===== src/rtl/branch_history_table.sv =====
// Branch history table: 2**INDEX_WIDTH two-bit prediction counters indexed by
// PC xor global history. The counters are only stored here; the MEM stage
// computes the new counter value and writes it back. After reset an INIT
// sweep loads every entry with weakly-not-taken before predictions are valid.
//
// state   | meaning
// --------+-----------------------------------------------------------
// ST_INIT | sweeping the table with 01, one entry per cycle; ready=0
// ST_RUN  | table valid; predictions, write-back and ghr updates live
module branch_history_table #(
  parameter int INDEX_WIDTH = 6,
  parameter int GHR_WIDTH   = 6
) (
  input  logic                   clk,
  input  logic                   rst,
  input  logic [31:0]            if_pc,
  output logic [1:0]             if_predicted_branch_outcome,
  output logic                   if_predict_taken,
  output logic [INDEX_WIDTH-1:0] if_bht_index,
  output logic                   ready,
  input  logic                   mem_load_prediction,
  input  logic [INDEX_WIDTH-1:0] mem_bht_index,
  input  logic [1:0]             mem_updated_prediction,
  input  logic                   mem_actual_branch_outcome
);

  localparam int                     ENTRIES  = 1 << INDEX_WIDTH;
  localparam logic [0:0]             ST_INIT  = 1'b0;
  localparam logic [0:0]             ST_RUN   = 1'b1;
  localparam logic [1:0]             CNT_WN   = 2'b01;
  localparam logic [INDEX_WIDTH-1:0] LAST_IDX = {INDEX_WIDTH{1'b1}};

  logic [0:0]             state_q, state_d;
  logic [INDEX_WIDTH-1:0] sweep_q, sweep_d;
  logic [GHR_WIDTH-1:0]   ghr_q, ghr_d;
  logic [GHR_WIDTH-1:0]   ghr_shift;
  logic [1:0]             table_q [ENTRIES];

  logic [INDEX_WIDTH-1:0] ghr_ext;
  logic [INDEX_WIDTH-1:0] rd_index;
  logic                   run_en;
  logic                   upd_en;
  logic                   wr_en;
  logic [INDEX_WIDTH-1:0] wr_idx;
  logic [1:0]             wr_val;
  logic                   unused_pc_bits;

  // Only the word-aligned index slice of the PC participates in the lookup.
  assign unused_pc_bits = ^{if_pc[31:INDEX_WIDTH+2], if_pc[1:0]};

  // Zero-extend the history to the index width.
  always_comb begin
    ghr_ext                  = '0;
    ghr_ext[GHR_WIDTH-1:0]   = ghr_q;
  end

  // Next history value: shift the resolved outcome in at the LSB.
  generate
    if (GHR_WIDTH == 1) begin : g_ghr_one
      assign ghr_shift = mem_actual_branch_outcome;
    end else begin : g_ghr_multi
      assign ghr_shift = {ghr_q[GHR_WIDTH-2:0], mem_actual_branch_outcome};
    end
  endgenerate

  // Lookup index uses the registered history, so a same-cycle ghr update
  // only affects the following fetch.
  assign rd_index     = if_pc[INDEX_WIDTH+1:2] ^ ghr_ext;
  assign if_bht_index = rd_index;

  // Reset overrides RUN immediately so nothing leaks out or gets written
  // while rst is held.
  assign run_en = (state_q == ST_RUN) && !rst;
  assign upd_en = run_en && mem_load_prediction;
  assign ready  = run_en;

  // FSM and history next-state logic.
  always_comb begin
    state_d = state_q;
    sweep_d = sweep_q;
    ghr_d   = ghr_q;
    case (state_q)
      ST_INIT: begin
        if (sweep_q == LAST_IDX) begin
          state_d = ST_RUN;
        end else begin
          sweep_d = sweep_q + 1'b1;
        end
      end
      ST_RUN: begin
        if (upd_en) begin
          ghr_d = ghr_shift;
        end
      end
      default: state_d = ST_INIT;
    endcase
  end

  // Single table write port shared by the INIT sweep and MEM write-back.
  always_comb begin
    wr_en  = 1'b0;
    wr_idx = '0;
    wr_val = '0;
    if (!rst) begin
      if (state_q == ST_INIT) begin
        wr_en  = 1'b1;
        wr_idx = sweep_q;
        wr_val = CNT_WN;
      end else if (upd_en) begin
        wr_en  = 1'b1;
        wr_idx = mem_bht_index;
        wr_val = mem_updated_prediction;
      end
    end
  end

  // Control state registers with synchronous reset.
  always_ff @(posedge clk) begin
    if (rst) begin
      state_q <= ST_INIT;
      sweep_q <= '0;
      ghr_q   <= '0;
    end else begin
      state_q <= state_d;
      sweep_q <= sweep_d;
      ghr_q   <= ghr_d;
    end
  end

  // Counter storage; contents are rebuilt by the INIT sweep, so no reset.
  always_ff @(posedge clk) begin
    if (wr_en) begin
      table_q[wr_idx] <= wr_val;
    end
  end

  // Prediction read with write-back bypass for a same-entry collision.
  always_comb begin
    if (!run_en) begin
      if_predicted_branch_outcome = CNT_WN;
    end else if (upd_en && (mem_bht_index == rd_index)) begin
      if_predicted_branch_outcome = mem_updated_prediction;
    end else begin
      if_predicted_branch_outcome = table_q[rd_index];
    end
  end

  assign if_predict_taken = if_predicted_branch_outcome[1];

endmodule


===== config.mk =====
export PLATFORM = sky130hd
export DESIGN_NAME = branch_history_table
export DESIGN_NICKNAME = d
export VERILOG_FILES = /design/src/rtl/branch_history_table.sv
export SDC_FILE = /design/constraint.sdc
export NUM_CORES = 1
export LEC_CHECK = 0
export CAP_MARGIN = 10
export CORE_ASPECT_RATIO = 1.2
export CORE_MARGIN = 2
export CORE_UTILIZATION = 33
export DETAILED_ROUTE_END_ITERATION = 10
export SYNTH_ARGS = -nofsm -noshare
export SYNTH_HDL_FRONTEND = slang
export SYNTH_SLANG_ARGS = --single-unit

===== constraint.sdc =====
create_clock -name clk -period 4.6 [get_ports clk]
set_input_delay 0.92 -clock clk [delete_from_list [all_inputs] [get_ports clk]]
set_output_delay 0.92 -clock clk [all_outputs]
set_load 0.005 [all_outputs]

==> results of run 1 <==
[power groups by stage]
stage	Clock, mW	Combinational, mW	Sequential, mW
global route	1.43	0.187	1.40
detailed placement	0	0.169	1.42
floorplan	0	0.0945	1.42
global placement	0	0.167	1.42
finish	1.35	0.175	1.40
CTS	1.37	0.172	1.40
[cell type report]
class                   count  area, um2
fillers                  1711      11100
flip-flops and latches    141       4100
multi-input cells         249       2070
repair buffers             48        475
clock buffers              17        425
well taps                 256        320
clock inverters            15        161
inverters                  10       42.5
repair inverters            2       15.0
[kinds of logic after synthesis]
group | after synthesis
xor gates and xnor gates | 14
DFF | 141
and+or+nand+nor | 150
buffers and inverters | 23
muxes | 40
AOI/OAI and AO/OA | 44
adders and majority gates | 1
[cell usage in the layout (no fill, tap or decap), types with 12 or more instances in the layout]
cell,count
clkdlybuf4s50_1,25
dfxtp_1,13
nor2_1,80
mux4_1,18
clkbuf_16,17
mux4_2,14
buf_4,17
edfxtp_1,128
nand3_1,12
nand2_1,34
[timing repair]
action | CTS | global route
pin swaps | 1 | 2
gates resized for setup | 4 | 9
setup buffers | 1 | 1
hold endpoints to repair | 0 | 0
cloned | 1 | 1
endpoints found under the setup margin | 3 | 3
[metrics by stage]
| stage | std cells | setup WS (ps) | hold WS (ps) |
|---|---|---|---|
| after floorplan | 413 | 968 | 458 |
| after global placement | 702 | -34.2 | 471 |
| after detailed placement | 702 | -53.3 | 481 |
| after CTS | 736 | 22.2 | 495 |
| after global routing | 738 | 48.9 | 526 |
| final | 738 | 126 | 494 |
[critical path: cells and delay by family]
kind | cells | cell delay, ps
muxes | 2 | 1030
AOI/OAI and AO/OA | 2 | 250
xor gates and xnor gates | 1 | 230
buffers and inverters | 3 | 1110
[state kept, by name (all words and copies together) (netlist names)]
register,flops
table_q,128
ghr_ext,6
sweep_q,6
state_q,1
[routing by layer]
layer,up-vias,track usage
met4,0,0.0707
met2,108,0.257
met3,22,0.0353
li1,1707,-
met5,-,0
met1,1895,0.172
[how the worst max path moves through the flow]
stage	end	slack, ps	startpoint	cells after the start
6_report	if_predicted_branch_outcome[0]	130	if_pc[3]	8
5_1_grt	if_predict_taken	50	if_pc[2]	10
4_1_cts	if_predict_taken	20	if_pc[7]	10
3_5_place_dp	if_predict_taken	-50	if_pc[2]	10
3_3_place_gp	if_predicted_branch_outcome[1]	-30	if_pc[2]	10
2_1_floorplan	table_q[0][0]	970	rst	3
==> run metrics, run 1 <==
status finished, final reports clean; met2 routed WL 7590 um; CP startpoint kind input port; cell taking the most area after synthesis edfxtp_1; chip width 130 um; Synth Area in Compound Gates 0.0457; CTS tree yes; CORE AREA 18700 um2; Slew headroom 0.250; WL/cell 19.5 um; largest family of logic cells by synthesized area multiplexers; Rows 55; internal power 2.28 mW; Sw Ratio 0.219; fin nets 514; kind of critical path in2out; final setup fails 0; P_sw 638 uW; R2R depth 6; VDD IR-drop max 235 uV; dpl cell area 6950 um2; Post-DP HPWL 9610 um; top layer in use met4; Die Height 155 um; Mapped Area 6250 um2; cts hold-fix bufs 0; Post-Synth Adder-Cell Area 0.00200; asr flop ratio synth 0; Worst Hold End ghr_ext[4]; worst-skew pair later-pin latency 420 ps; wl on met1 5650 um; Design Power 2.92 mW; initial core utilization 0.334; total number of vias 3732; largest net degree at the start of global routing 65; Finished Cell Area 7620 um2; worst hold path type reg2reg; worst hold start ghr_ext[3]; vias in the first global route 3911; PortBufs 27; Flop pwr share 0.478; Slew Viols, Final 0; Final GP Congestion 0.804; number of I/O pins 54; CTS buffer count 17; ys flop type edfxtp_1; RR Startpoint state_q; clock sinks 141; shortest period the worst path allows 4470 ps; Post-synth top cells edfxtp_1 (128), nor2_1 (80), nand2_1 (34), mux4_1 (18), mux4_2 (14); slowest CP cell clkdlybuf4s50_1; number of library cell types mapped by synthesis 45; DRT antenna net count 0; Clock transition at path regs 60 ps; clock network fraction of total power 0.462; hold path depth 2; Crit Path Max Fanout 5; share of layout cells above drive strength 1 0.170; # H-tree levels 4; slack of the worst reg-to-reg path 2130 ps; max_cap viols 0; pwr dens 383 nW/um2; Vias/cell 5.06; Synth Area in Simple Gates 0.102; top cell type's share of synthesized area 0.615; Final Hold Fails 0; Setup TNS 0 ps; gr ovfl total 0; drt pass-1 iters 4; DRT iter0 DRCs 335; Worst Skew 17.5 ps; Post-synth EDFFs 128; Layout area overhead 21.9%; max incr delay on CP 520 ps; Post-Syn Area per Cell 15.1 um2; Pleak 2.65 nW; initial antenna violation count 0; post-synthesis mux area share 0.139; Slew @ Worst Pin 1130 ps; clock buffer depth 2; Util after Layout 0.407; first-pass GRT wire length 21800 um; GR Util All Layers 0.148; critical path endpoint category output port; FF+latch count, synth 141; CP Cell Sequence clkdlybuf4s50_1 -> xnor2_4 -> inv_4 -> mux4_2 -> mux4_2 -> o21ai_1 -> a211oi_1 -> clkdlybuf4s50_1; final WL 14400 um; reg-to-reg endpoint table_q[0][0]; Synthesized Nets 458; Synth Area in XOR/XNOR 0.0326; routed length on met3 677 um; f_max 224 MHz; Crit path arrival time 3550 ps; post-synthesis sequential area ratio 0.657; Worst EP required 3680 ps; Comb pwr share 0.060; Residual DRC 0; RSZ-0062 raised after global routing false; cell count after synthesis 413; die footprint 20100 um2; top cells by area, synth edfxtp_1 (62%), mux4_1 (7.6%), mux4_2 (5.0%), nor2_1 (4.8%), dfxtp_1 (4.2%); Synth warnings 0; # diodes 0; CTS root buf clkbuf_16; most common cell in the netlist edfxtp_1; final worst-path cycle share 0.973
Power figures use the tool's default switching activity.
==> run 2, diff against run 1 <==
--- a/config.mk
+++ b/config.mk
@@ -9,6 +9,7 @@
 export CORE_ASPECT_RATIO = 1.2
 export CORE_MARGIN = 2
 export CORE_UTILIZATION = 33
+export CTS_CLUSTER_DIAMETER = 150
 export DETAILED_ROUTE_END_ITERATION = 10
 export SYNTH_ARGS = -nofsm -noshare
 export SYNTH_HDL_FRONTEND = slang
==> results of run 2 <==
Same layout as run 1: the final DEF is identical, and so are final timing and power.
==> run 3, diff against run 2 <==
--- a/config.mk
+++ b/config.mk
@@ -8,9 +8,11 @@
 export CAP_MARGIN = 10
 export CORE_ASPECT_RATIO = 1.2
 export CORE_MARGIN = 2
-export CORE_UTILIZATION = 33
+export CORE_UTILIZATION = 60
 export CTS_CLUSTER_DIAMETER = 150
 export DETAILED_ROUTE_END_ITERATION = 10
+export DONT_BUFFER_PORTS = 1
+export PLACE_DENSITY = 0.76
 export SYNTH_ARGS = -nofsm -noshare
 export SYNTH_HDL_FRONTEND = slang
 export SYNTH_SLANG_ARGS = --single-unit
==> run metrics, run 3 (synthesized netlist as in run 1, its figures left out) <==
Slew headroom 0.546; kind of critical path in2out; final WL 13100 um; worst-skew pair later-pin latency 420 ps; WL/cell 23.2 um; Pleak 2.44 nW; fin nets 471; RSZ-0062 raised after global routing false; number of I/O pins 54; Worst Skew 4.27 ps; shortest period the worst path allows 3860 ps; Crit Path Max Fanout 24; CTS tree yes; Top reg by flops table_q; Layout area overhead 11.7%; CORE AREA 10100 um2; share of layout cells above drive strength 1 0.137; Die Height 116 um; CTS buffer count 17; critical path endpoint category output port; DRT antenna net count 0; Slew @ Worst Pin 673 ps; pwr dens 413 nW/um2; # placed instances 533; final setup fails 0; total number of vias 3639; vias in the first global route 3661; drt pass-1 iters 5; CTS root buf clkbuf_16; chip width 97.2 um; clock buffer depth 2; initial core utilization 0.621; f_max 259 MHz; largest net degree at the start of global routing 65; GR Util All Layers 0.252; Setup TNS 0 ps; max reg flops 128; Crit path arrival time 2940 ps; Clock transition at path regs 60 ps; Final Hold Fails 0; VDD IR-drop max 265 uV; Final GP Congestion 0.836; CP startpoint kind input port; Vias/cell 6.44; commonest non-fill, non-tap cell in the layout edfxtp_1; # diodes 0; Worst EP required 3680 ps; Slew Viols, Final 0; cts hold-fix bufs 0; Residual DRC 0; initial antenna violation count 0; final worst-path cycle share 0.840; PortBufs 0; post-CTS setup buffer count 0; first-pass GRT wire length 20600 um; clock sinks 141; non-filler instance count after layout 565; status finished, final reports clean; Rows 40; Gates resized, CTS repair 0; worst hold path type reg2reg; # H-tree levels 4; commonest cells after routing, fill and taps aside edfxtp_1 (128), nor2_1 (80), nand2_1 (34); Post-DP HPWL 8030 um; gr ovfl total 0; DRT iter0 DRCs 298; max_cap viols 0; die footprint 11300 um2
## run 3: cell types whose count changed in the layout (fill, tap and decap cells not counted), moves of 3 or more
cell             before  now
buf_12                4    1
buf_4                17    6
clkdlybuf4s50_1      25    0
clkinv_4              5    2
inv_6                 5    2
xnor2_1               5    8
## run 3: worst paths after layout
kind / start / end / slack [ps] / cells after the start
setup / recovery: if_pc[4] / if_predicted_branch_outcome[0] / 740 / 6
hold / removal: ghr_ext[4] / ghr_ext[4] / 480 / 2
setup reg to reg: state_q / table_q[16][1] / 1920 / 5
hold reg to reg: ghr_ext[4] / ghr_ext[4] / 480 / 2
## run 3: through the flow
stage | power (mW) | hold WS, ps | instance area [um2] | util | setup WS (ps)
6_report | 2.89 | 479 | 6980 | 0.694 | 736
5_1_grt | 2.96 | 505 | 6980 | 0.694 | 633
4_1_cts | 2.90 | 475 | 6980 | 0.694 | 701
3_5_place_dp | 1.55 | 467 | 6380 | 0.635 | 760
3_3_place_gp | 1.54 | 460 | 6380 | 0.635 | 796
2_1_floorplan | 1.52 | 458 | 6250 | - | 968
## run 3: area by class of cell
cell class / count / area [um2]
clock buffer: 17 / 425
fill: 641 / 3080
clock inverter: 15 / 171
sequential: 141 / 4100
tap: 126 / 158
timing repair buffer: 7 / 65.1
multi-input combinational: 249 / 2020
inverter: 10 / 40.0
## run 3: critical path, stage by stage
cell	delay, ps
xnor2_4	160
inv_4	330
mux4_1	640
mux4_2	540
a211oi_2	250
a211oi_1	100
## run 3: power breakdown
| part | internal (mW) | leakage (nW) | switching (mW) | total [mW] |
|---|---|---|---|---|
| Sequential | 1.39 | 1.38 | 0.00340 | 1.40 |
| Combinational | 0.0505 | 0.776 | 0.0748 | 0.125 |
| Clock | 0.849 | 0.287 | 0.516 | 1.37 |
## run 3: metal layers
layer | global-route usage | vias to the layer above | routed length (um)
met1 | 0.317 | 1826 | 5140
met5 | 0 | - | 0
met4 | 0.107 | 0 | 193
met2 | 0.419 | 160 | 6760
li1 | - | 1631 | -
met3 | 0.0700 | 22 | 992
==> patch 1, RTL diff (flow settings as in run 2) <==
Set the parameter `INDEX_WIDTH` to 8 (it was 6).
--- a/src/rtl/branch_history_table.sv
+++ b/src/rtl/branch_history_table.sv
@@ -10,3 +10,3 @@
 module branch_history_table #(
-  parameter int INDEX_WIDTH = 6,
+  parameter int INDEX_WIDTH = 8,
   parameter int GHR_WIDTH   = 6
Ports: changed (resized if_bht_index and mem_bht_index); port bits go from 54 to 58. No check against the original RTL was run, so the function may have changed too.
==> patch 1 against run 2 <==
Power grew to 3.3 times the old value. First-iteration DRC count grew to 3.8 times the old value. Cell area grew to 3.5 times the old value. Setup slack lost 0.12 ns. Maximum frequency shrank 2.6%. Via count grew to 3.3 times the old value. Critical path depth grew 5. Synthesized area grew to 3.5 times the old value. Final cell count grew to 3.2 times the old value. Sequential cell count grew 386. Synthesized cell count grew to 3.2 times the old value. Non-clock buffer count grew 145. Wire length grew to 3.9 times the old value. Critical endpoint unchanged. Highest routed layer unchanged.
==> patch 1: results <==
metrics = {
    "detailed_routing": {
        "dr.first_iter.drc_count": 1262,
        "via_per_inst": 5.28,
        "first_pass_iters": 5,
        "wl_met1_um": 22500,
        "num_vias": 12400,
        "drt-total-wl_um": 56400,
        "dr_wl_met2_um": 29000,
        "met3_wirelength_um": 3050,
    },
    "outcome": {
        "status": "finished clean",
    },
    "synthesis": {
        "netlist_instances": 1315,
        "ys_types": 56,
        "netlist_top_cells_area": "edfxtp_1, mux4_2, nor2_1",
        "yosys_warnings": 0,
        "synth_commonest_cells": "edfxtp_1, nor2_1, mux4_2",
        "ys_seq_area_frac": 0.717,
        "synth-edff-count": 512,
        "ys.flop_type": "edfxtp_1",
    },
    "power_and_ir_drop": {
        "powerDensity_nw_per_um2": 369,
        "p_leak_nw": 8.73,
        "pg_seq_mw": 5.23,
        "pg_clk_mw": 3.86,
        "p_int_mw": 7.65,
        "ir_drop_uv": 270,
    },
    "critical_path": {
        "worstPathArrival_ns": 3.67,
        "crit_fanout": 6,
    },
    "sta": {
        "tightest_slew_ns": 0.975,
        "skew_ns": 0.0195,
    },
    "layout": {
        "fill_cells": 5951,
        "drive_above_1_share": 0.265,
        "nets": 1523,
    },
    "clock_network": {
        "cts_buffer_depth": 3,
        "cts_root_buf": "clkbuf_16",
        "h-tree-depth": 2,
        "worstSkewPairLatency_ns": 0.58,
        "cts_buffers": 48,
    },
    "global_routing": {
        "grt_usage": 0.166,
        "grt_max_degree": 121,
        "grt_pass1_wl_um": 84000,
        "grt_pass1_vias": 13000,
    },
    "placement": {
        "dp_cells": 2230,
        "finalWeightedCongestion": 0.846,
        "placed_area_sq_um": 24100,
        "io_buffers": 33,
        "dp_hpwl_um": 36100,
    },
}
==> patch 1: cell types whose count changed in the layout (fill, tap and decap cells not counted), sizes merged, moves of 8 or more <==
cell / delta
buf: +142
edfxtp: +384
clkbuf: +38
clkinv: +20
nor2: +203
nand2: +61
inv: -8
mux2i: +8
mux4: +103
o21ai: +9
nand3: +11
==> patch 1: timing repair <==
item                       in CTS  in global routing
setup endpoints to repair       3                  3
buffers inserted               24                  8
pin swaps                      13                 11
resized for setup              58                 20
hold buffers                    0                  0
gates cloned                    5                  0
==> patch 1: through the flow <==
step	setup WS, ns	hold slack (ns)	utilization	TNS [ns]
after floorplan	0.154	0.462	-	0
after global placement	-0.944	0.491	0.367	-2.34
after detailed placement	-0.996	0.504	0.367	-2.47
after CTS	-0.0117	0.513	0.398	-0.0117
after global routing	-0.0511	0.551	0.400	-0.0511
final	0.00811	0.503	0.400	0
==> patch 1: area by class of cell <==
cell class / instances / area (sq um) / area share
Timing Repair inverter: 1 / 8.76 / 0.000333
Tap cell: 840 / 1050 / 0.0400
Multi-Input combinational cell: 697 / 5960 / 0.227
Clock buffer: 55 / 1270 / 0.0483
Inverter: 8 / 53.8 / 0.00205
Clock inverter: 32 / 225 / 0.00856
Sequential cell: 527 / 15700 / 0.596
Timing Repair Buffer: 193 / 2060 / 0.0782
==> patch 1: kinds of logic (layout without fill, tap and decap cells) <==
family,Yosys count,after routing,synth area share
compound gates,77,77,0.0239
flops,527,527,0.717
mux,152,152,0.147
xor+xnor,20,20,0.00835
simple gates,447,447,0.0834
buf+inv,91,289,0.0198
fa+ha+maj,1,1,0.000572
==> patch 1: per-layer routing <==
metal,vias up,global-route usage
met1,6479,0.214
met3,103,0.0244
met5,-,0
met2,417,0.286
met4,0,0.0558
li1,5417,-
==> patch 1: critical path, stage by stage <==
cell,delay [ns]
buf_6,0.10
xnor2_4,0.14
buf_12,0.15
buf_6,0.10
buf_12,0.13
buf_8,0.14
buf_6,0.11
mux4_2,0.48
mux4_2,0.51
a2111o_1,0.41
a311oi_2,0.24
nor3_2,0.09
buf_2,0.14
==> patch 1: final timing paths <==
kind | start | endpoint | slack [ns] | depth (start not counted)
max reg2reg | state_q$_SDFF_PP0_ | table_q[161][0]$_DFFE_PP_ | 1.52 | 8
min reg2reg | ghr_q[5]$_SDFFE_PP0P_ | ghr_q[5]$_SDFFE_PP0P_ | 0.50 | 2
min | ghr_q[5]$_SDFFE_PP0P_ | ghr_q[5]$_SDFFE_PP0P_ | 0.50 | 2
max | if_pc[2] | if_predicted_branch_outcome[0] | 0.008 | 13
==> patch 2, RTL diff (settings of run 2) <==
Without the edit above. Put a register stage on the output `if_predicted_branch_outcome`, without a reset. The value now appears one clock later. The other outputs are not delayed to match.
--- a/src/rtl/branch_history_table.sv
+++ b/src/rtl/branch_history_table.sv
@@ -31,2 +31,4 @@
   localparam logic [INDEX_WIDTH-1:0] LAST_IDX = {INDEX_WIDTH{1'b1}};
+
+  logic [1:0] if_predicted_branch_outcome_d;
 
@@ -139,7 +141,7 @@
     if (!run_en) begin
-      if_predicted_branch_outcome = CNT_WN;
+      if_predicted_branch_outcome_d = CNT_WN;
     end else if (upd_en && (mem_bht_index == rd_index)) begin
-      if_predicted_branch_outcome = mem_updated_prediction;
+      if_predicted_branch_outcome_d = mem_updated_prediction;
     end else begin
-      if_predicted_branch_outcome = table_q[rd_index];
+      if_predicted_branch_outcome_d = table_q[rd_index];
     end
@@ -147,3 +149,7 @@
 
-  assign if_predict_taken = if_predicted_branch_outcome[1];
+  assign if_predict_taken = if_predicted_branch_outcome_d[1];
+
+  always_ff @(posedge clk) begin
+    if_predicted_branch_outcome <= if_predicted_branch_outcome_d;
+  end
 
Function: no difference found for any inputs over 10 cycles, from zero or initial values and one cycle with rst high; that may be too few to reach the edited logic, so the function may still have changed.
==> patch 2 against run 2 <==
First-iteration DRC count is 9.9% lower. Setup slack better by 0.030 ns. Final cell count is 0.81% higher. Global-route usage is 0.26 points higher. Cell area is 0.26% lower. Wire length is 0.64% higher. Power is 1.6% higher. Sequential cell count is 2 higher. Synthesized area hardly changed. Largest cell class unchanged.
==> patch 2: results <==
metrics = {
    "clock_network": {
        "postCtsSetupBuffers": 0,
    },
    "detailed_routing": {
        "num_vias": 3707,
        "drt-total-wl_um": 14400,
        "dr.first_iter.drc_count": 302,
    },
    "layout": {
        "buffer_area_frac": 0.0624,
        "multi_input_area_sq_um": 2030,
        "nets": 520,
        "finalNonFillerCells": 744,
        "register_area_sq_um": 4140,
        "fill_cells": 1716,
        "nNonClkInverters": 8,
    },
    "global_routing": {
        "grt_pass1_vias": 3900,
        "grt_pass1_wl_um": 22000,
        "met3_usage": 0.0336,
        "grt_max_degree": 49,
        "groute.layer.met1.usage": 0.173,
    },
    "power_and_ir_drop": {
        "p_sw_uw": 627,
        "p_leak_nw": 2.66,
        "ir_drop_uv": 308,
    },
    "outcome": {
        "status": "finished clean",
    },
    "synthesis": {
        "ys_types": 43,
        "synthAdderAreaFrac": 0.00200,
        "netlist_top_cells_area": "edfxtp_1, mux4_1, mux4_2",
        "ys_seq_area_frac": 0.663,
        "synth_compound_area_frac": 0.0393,
    },
    "critical_path": {
        "worstPathArrival_ns": 3.52,
        "crit_path_start": "if_pc[4]",
    },
    "hold_path": {
        "worstHoldStart": "ghr_ext[5]$_SDFFE_PP0P_",
    },
    "sta": {
        "relSlewSlack": 0.567,
        "skew_ns": 0.00663,
    },
    "placement": {
        "dp_cells": 712,
        "finalWeightedCongestion": 0.812,
    },
}
patch 2: cell count changes in the layout (fill, tap and decap cells not counted), sizes merged, moves of 3 or more:
cell	change
xnor2	-3
o211ai	-3
o21ai	-4
nand3	-3
nand2	+11
xnor3	+3
and3	-4
a31oi	-3
inv	-5
nor2	+5
buf	+3
a22oi	+4
patch 2: power by group through the flow:
stage | clock, mW | sequential (mW) | combinational (mW)
floorplan | 0 | 1.44 | 0.0942
global route | 1.46 | 1.41 | 0.180
CTS | 1.40 | 1.41 | 0.169
finish | 1.38 | 1.41 | 0.168
global placement | 0 | 1.44 | 0.166
detailed placement | 0 | 1.44 | 0.168
patch 2: per-stage QoR:
step	setup slack (ns)	util	cell area, sq um	hold slack (ns)	power (mW)
after floorplan	0.968	-	6250	0.457	1.53
after global placement	-0.132	0.373	6980	0.475	1.61
after detailed placement	-0.145	0.373	6980	0.484	1.61
after CTS	0.182	0.405	7590	0.493	2.98
after global routing	0.0155	0.406	7600	0.541	3.05
final	0.156	0.406	7600	0.493	2.96
